$ cat config.mk
export PLATFORM = sky130hd
export DESIGN_NAME = ah_demux_route_stage
export DESIGN_NICKNAME = d
export VERILOG_FILES = /design/src/rtl/ah_demux_pkg.sv /design/src/rtl/ah_skid_buf2.sv /design/src/rtl/ah_demux_route_stage.sv
export SDC_FILE = /design/constraint.sdc
export NUM_CORES = 1
export LEC_CHECK = 0
export CAP_MARGIN = 20
export CORE_ASPECT_RATIO = 0.6
export CORE_UTILIZATION = 40
export DETAILED_ROUTE_END_ITERATION = 10
export PLACE_DENSITY = 0.64
export SETUP_SLACK_MARGIN = 0.02
export SYNTH_ARGS = -nofsm -noshare
export SYNTH_HDL_FRONTEND = slang
export SYNTH_SLANG_ARGS = --single-unit
$ cat constraint.sdc
create_clock -name clk -period 4.7 [get_ports clk]
set_input_delay 1.175 -clock clk [delete_from_list [all_inputs] [get_ports clk]]
set_output_delay 1.175 -clock clk [all_outputs]
set_load 0.02 [all_outputs]
$ cat src/rtl/ah_demux_pkg.sv
// Shared types and default sizing for the AH demux family.
// The route stage and the demux both size themselves from these defaults.
package ah_demux_pkg;

  localparam int AH_DATA_W  = 9;
  localparam int AH_NUM_EGR = 18;
  localparam int AH_SEL_W   = 5;

  // Buffer entry at the family's default widths.
  typedef struct packed {
    logic [AH_DATA_W-1:0] data;
    logic                 last;
    logic [AH_SEL_W-1:0]  sel;
  } ah_entry_t;

  typedef enum logic [1:0] {
    HEAD = 2'd0,
    BODY = 2'd1,
    DROP = 2'd2
  } route_state_e;

endpackage

$ cat src/rtl/ah_skid_buf2.sv
// Generic 2-entry valid/ready skid buffer with a registered in_ready.
// Output is always driven from the head entry, so it holds steady under back-pressure.
module ah_skid_buf2 #(
  parameter int W = 8
) (
  input  logic         clk,
  input  logic         rst,
  input  logic [W-1:0] in_data,
  input  logic         in_valid,
  output logic         in_ready,
  output logic [W-1:0] out_data,
  output logic         out_valid,
  input  logic         out_ready
);

  logic [W-1:0] mem [2];
  logic         wr_ptr;
  logic         rd_ptr;
  logic [1:0]   count;
  logic [1:0]   count_next;
  logic         push;
  logic         pop;

  assign push      = in_valid & in_ready;
  assign pop       = out_valid & out_ready;
  assign out_valid = (count != 2'd0);
  assign out_data  = mem[rd_ptr];

  always_comb begin
    count_next = count + {1'b0, push} - {1'b0, pop};
  end

  // NOTE: the two entries are reset because out_data is read straight from
  // them and must come out of reset as zero; larger memories would not be reset.
  // NOTE: sequential state uses <= so every register samples pre-edge values.
  always_ff @(posedge clk or posedge rst) begin
    if (rst) begin
      mem[0]   <= '0;
      mem[1]   <= '0;
      wr_ptr   <= 1'b0;
      rd_ptr   <= 1'b0;
      count    <= 2'd0;
      in_ready <= 1'b1;
    end else begin
      if (push) begin
        mem[wr_ptr] <= in_data;
        wr_ptr      <= ~wr_ptr;
      end
      if (pop) begin
        rd_ptr <= ~rd_ptr;
      end
      count    <= count_next;
      // Ready for the next cycle depends only on net occupancy, never on out_ready directly.
      in_ready <= (count_next != 2'd2);
    end
  end

endmodule

$ cat src/rtl/ah_demux_route_stage.sv
// Decodes the egress index from each packet's head beat, tags every beat with it,
// and feeds the demux through a 2-entry skid buffer; out-of-range packets are discarded.
module ah_demux_route_stage
  import ah_demux_pkg::*;
#(
  parameter int DATA_W   = AH_DATA_W,
  parameter int NUM_EGR  = AH_NUM_EGR,
  parameter int SEL_W    = AH_SEL_W,
  parameter int DEST_LSB = 0,
  parameter int CNT_W    = 16
) (
  input  logic              clk,
  input  logic              rst,
  input  logic [DATA_W-1:0] in_data,
  input  logic              in_last,
  input  logic              in_valid,
  output logic              in_ready,
  output logic [SEL_W-1:0]  out_select,
  output logic [DATA_W-1:0] out_data,
  output logic              out_last,
  output logic              out_valid,
  input  logic              out_ready,
  output logic [CNT_W-1:0]  drop_cnt,
  output logic              drop_pulse
);

  typedef struct packed {
    logic [DATA_W-1:0] data;
    logic              last;
    logic [SEL_W-1:0]  sel;
  } entry_t;

  localparam int PAYLOAD_W = $bits(entry_t);

  route_state_e     state;
  route_state_e     state_next;
  logic [SEL_W-1:0] sel_q;
  logic [SEL_W-1:0] dest;
  logic             dest_ok;
  logic             accept;
  logic             push_valid;
  logic             drop_start;
  logic             buf_in_ready;
  entry_t           push_entry;
  entry_t           head_entry;

  assign dest    = in_data[DEST_LSB +: SEL_W];
  assign dest_ok = ({{(32-SEL_W){1'b0}}, dest} < 32'(NUM_EGR));

  // While discarding, beats are swallowed regardless of buffer occupancy.
  assign in_ready = (state == DROP) | buf_in_ready;
  assign accept   = in_valid & in_ready;

  // NOTE: every output of this block gets a default first so no latch is inferred.
  always_comb begin
    state_next = state;
    push_valid = 1'b0;
    drop_start = 1'b0;
    push_entry = '{data: in_data, last: in_last, sel: sel_q};
    case (state)
      HEAD: begin
        push_entry.sel = dest;
        push_valid     = in_valid & dest_ok;
        if (accept) begin
          drop_start = ~dest_ok;
          if (!in_last) state_next = dest_ok ? BODY : DROP;
        end
      end
      BODY: begin
        push_valid = in_valid;
        if (accept && in_last) state_next = HEAD;
      end
      DROP: begin
        if (accept && in_last) state_next = HEAD;
      end
      default: state_next = HEAD;
    endcase
  end

  always_ff @(posedge clk or posedge rst) begin
    if (rst) begin
      state      <= HEAD;
      sel_q      <= '0;
      drop_pulse <= 1'b0;
      drop_cnt   <= '0;
    end else begin
      state      <= state_next;
      drop_pulse <= drop_start;
      if (accept && state == HEAD && dest_ok) sel_q <= dest;
      if (drop_start && drop_cnt != {CNT_W{1'b1}}) drop_cnt <= drop_cnt + 1'b1;
    end
  end

  ah_skid_buf2 #(
    .W(PAYLOAD_W)
  ) u_skid (
    .clk       (clk),
    .rst       (rst),
    .in_data   (push_entry),
    .in_valid  (push_valid),
    .in_ready  (buf_in_ready),
    .out_data  (head_entry),
    .out_valid (out_valid),
    .out_ready (out_ready)
  );

  // Select comes from the buffered entry so it cannot change under a stalled beat.
  assign out_data   = head_entry.data;
  assign out_last   = head_entry.last;
  assign out_select = head_entry.sel;

endmodule
==> flow_summary.ini <==
[outcome]
status = complete, but fails checks
failed_checks = design-rule violations

[clocking]
cts_max_level = 3
cts_made_buffers = 9
cts_root_buffer = clkbuf_16
cts_sink_cnt = 59
cts-root-to-sink-buffers = 2
clkSlewWorstSetupHoldPaths_ns = 0.05
hold_buffers = 0
clk_latency_ns = 0.32
post_cts.repair.setup_buffers = 0
cts_resized = 0
cts_tree = built

[die]
design.die.area_sq_um = 7475
floorplan.initialDensity_pct = 41.95
floorplan.rows = 23
io_pins = 48
floorplan_core_area_sq_um = 6792
height_of_the_die_um = 67.37
die_x_um = 111.0

[global_route]
pin_count_of_the_biggest_net_entering_global_routing = 42
grt_remaining_overflow = 0
grt_pass1_wl_um = 9535
first_global_vias = 1771
grt_usage_pct = 17.06
initial_antenna_violation_count = 0

[sta]
final.setup.tns_ns = 0
skew_ns = 0.006090
rsz0062_at_grt = no
setup_viol = 0
final_worst_path_cycle_share_pct = 69.86
max_freq_ghz = 0.3046
post-route-min-period_ns = 3.283
timing.final.hold_violations = 0
timing_worst_slew_pin_value_ns = 0.8439
slew_viol_final = 0
worst_hold_slack_ns = 0.4789
relSlewSlack_pct = 43.56

[synthesis]
syn_inst = 213
synth_warn = 0
synth_flop_cell = dfrtp_1
mappedNetlistNets = 233
synth_enable_flop_cells = 0
seq_area_frac_synth_pct = 51.87
mappedNetlistArea_sq_um = 2849
syn_avg_cell_area_sq_um = 13.38
ys_async_sr_fraction_pct = 100.0
synth.ff_latch_count = 59
count_of_distinct_cell_types_in_the_synthesized_netlist = 41

[pwr]
seq_power_share_pct = 34.9
fraction_of_power_spent_switching_nets_pct = 32.66
clock_power_share_pct = 23.9
combinationalPowerShare_pct = 41.2
power.net_switching_mw = 0.8065
internal_power_mw = 1.663
power.static_leakage_nw = 1.598
max-vdd-ir-drop_v = 0.0003189
pwr_per_cell_area_nw_per_um2 = 672.6

[setup_path]
timing.critical_path.cells = mux2_2, clkdlybuf4s50_1
worstSetupPathDepth = 2
worstReg2RegStart = state[0]$_DFFE_PP0P_
crit_start = u_skid.rd_ptr$_DFFE_PP0P_
rr_endpoint = u_skid.mem[19]$_DFFE_PP0P_
critical_path.max_stage_delay_ns = 0.81
worstPathBufferInverterCount = 1
crit_end = out_data[1]
worstSetupStartpointType = flip-flop
critPathCaptureType = primary output
critical_path.slowest_cell = dfrtp_1
worst-path-max-fanout = 16
worst-endpoint-arrival_ns = 2.11
worst-r2r-cell-count = 5
category_of_the_most_critical_setup_path = flip-flop to primary output
required_ns = 3.52
ff2ff_setup_slack_ns = 2.34
cp_top_family = flip-flops

[finish]
drive_above_1_share_pct = 28.31
finalInstanceArea_sq_um = 3672
mostFrequentLayoutCells = dfrtp_1 (58), mux2_2 (47), clkdlybuf4s50_1 (47)
layout.nets = 287
fill_cells = 595
layout.cells.most_common = dfrtp_1
antenna-diode-count = 0
area_growth_syn_to_layout_pct = 28.90
finish.utilization_pct = 54.07

[routing]
drt-vias-per-instance = 5.136
postRouteAntennaNets = 0
drt_wl_total_um = 5704
firstDrtPassIters = 7
route.vias.total = 1844
drt-initial-drc-count = 125
drc = 2
route.detailed.wl_per_inst_um = 15.89

[flow_run]
cap_viol_max_count = 0

[placed_design]
finalWeightedCongestion = 0.7899
hpwlAfterDp_um = 4063
placed_area_sq_um = 3398
io_buffers = 47

[min_path]
hp-class = flip-flop to flip-flop
registers in the layout (all words and copies together), names as in the netlist:
name and count:
u_skid.count 2, u_skid.wr_ptr 1, state 2, u_skid.rd_ptr 1
sel_q 5, u_skid.mem 30, drop_pulse 1, u_skid.in_ready 1
drop_cnt 16
layer usage:
metal  global-route usage, %  vias up  part of all wire, %
li1                        -      873                    -
met2                   22.56       54                   40
met5                       0        -                    0
met1                   25.33      909                   53
met3                   6.014        8                  5.5
met4                   5.651        0                  1.0
cells by family (layout without fill, tap and decap cells):
group           Yosys count  in the layout  synth area share (%)
flops                    59             59                 51.87
buf+inv                  14             73                 2.503
compound gates           11             11                 3.206
mux                      59             59                 23.23
fa+ha+maj                 6              6                 2.635
simple gates             47             47                 11.33
xor+xnor                 17             17                 5.226
cell type report:
class / count / area (sq um) / share of cell area, %
timing repair buffer: 48 / 478.0 / 13.02
clock buffer: 14 / 264.0 / 7.189
sequential: 59 / 1478 / 40.24
tap: 87 / 108.9 / 2.964
multi-input combinational: 140 / 1300 / 35.40
inverter: 9 / 33.78 / 0.9199
clock inverter: 2 / 10.01 / 0.2726
worst min path at each step:
stage | slack, ns | cells past startpoint | end | startpoint
2_1_floorplan | 0.45 | 1 | u_skid.mem[0]$_DFFE_PP0P_ | u_skid.mem[0]$_DFFE_PP0P_
3_3_place_gp | 0.47 | 1 | u_skid.mem[2]$_DFFE_PP0P_ | u_skid.mem[2]$_DFFE_PP0P_
3_5_place_dp | 0.47 | 1 | u_skid.mem[2]$_DFFE_PP0P_ | u_skid.mem[2]$_DFFE_PP0P_
4_1_cts | 0.48 | 1 | u_skid.mem[2]$_DFFE_PP0P_ | u_skid.mem[2]$_DFFE_PP0P_
5_1_grt | 0.51 | 1 | u_skid.mem[2]$_DFFE_PP0P_ | u_skid.mem[2]$_DFFE_PP0P_
6_report | 0.48 | 1 | u_skid.mem[2]$_DFFE_PP0P_ | u_skid.mem[2]$_DFFE_PP0P_
cells in the mapped netlist, types with 2 or more instances:
library cell,count,area (sq um)
mux2_2,47,529.3
nand4_1,2,12.51
o211ai_1,2,15.01
nor4b_1,2,17.52
mux2i_1,2,20.02
nor3_2,2,20.02
nor2_1,5,18.77
clkbuf_1,2,7.510
mux2_1,10,112.6
o21ai_0,3,15.01
inv_1,9,33.78
or2_2,2,12.51
and2_1,2,12.51
or4_4,2,22.52
ha_1,6,75.07
buf_6,2,22.52
nor3_1,5,25.02
nand3_1,5,25.02
xor2_1,13,113.9
xnor2_1,4,35.03
dfrtp_1,58,1451
nand2_1,9,33.78
power by group through the flow:
stage	Combinational, mW	Sequential (mW)	Clock [mW]
3_3_place_gp	1.01	0.860	0
2_1_floorplan	0.696	0.828	0
6_report	1.02	0.862	0.589
5_1_grt	1.10	0.895	0.632
3_5_place_dp	1.02	0.868	0
4_1_cts	1.03	0.864	0.604
per-stage QoR:
step	instances	setup WS (ns)	total power, mW
after floorplan	213	2.070	1.523
after global placement	343	1.269	1.867
after detailed placement	343	1.174	1.892
after CTS	359	1.386	2.501
after global routing	359	1.353	2.624
final	359	1.417	2.470
(Power assumes the default switching activity.)
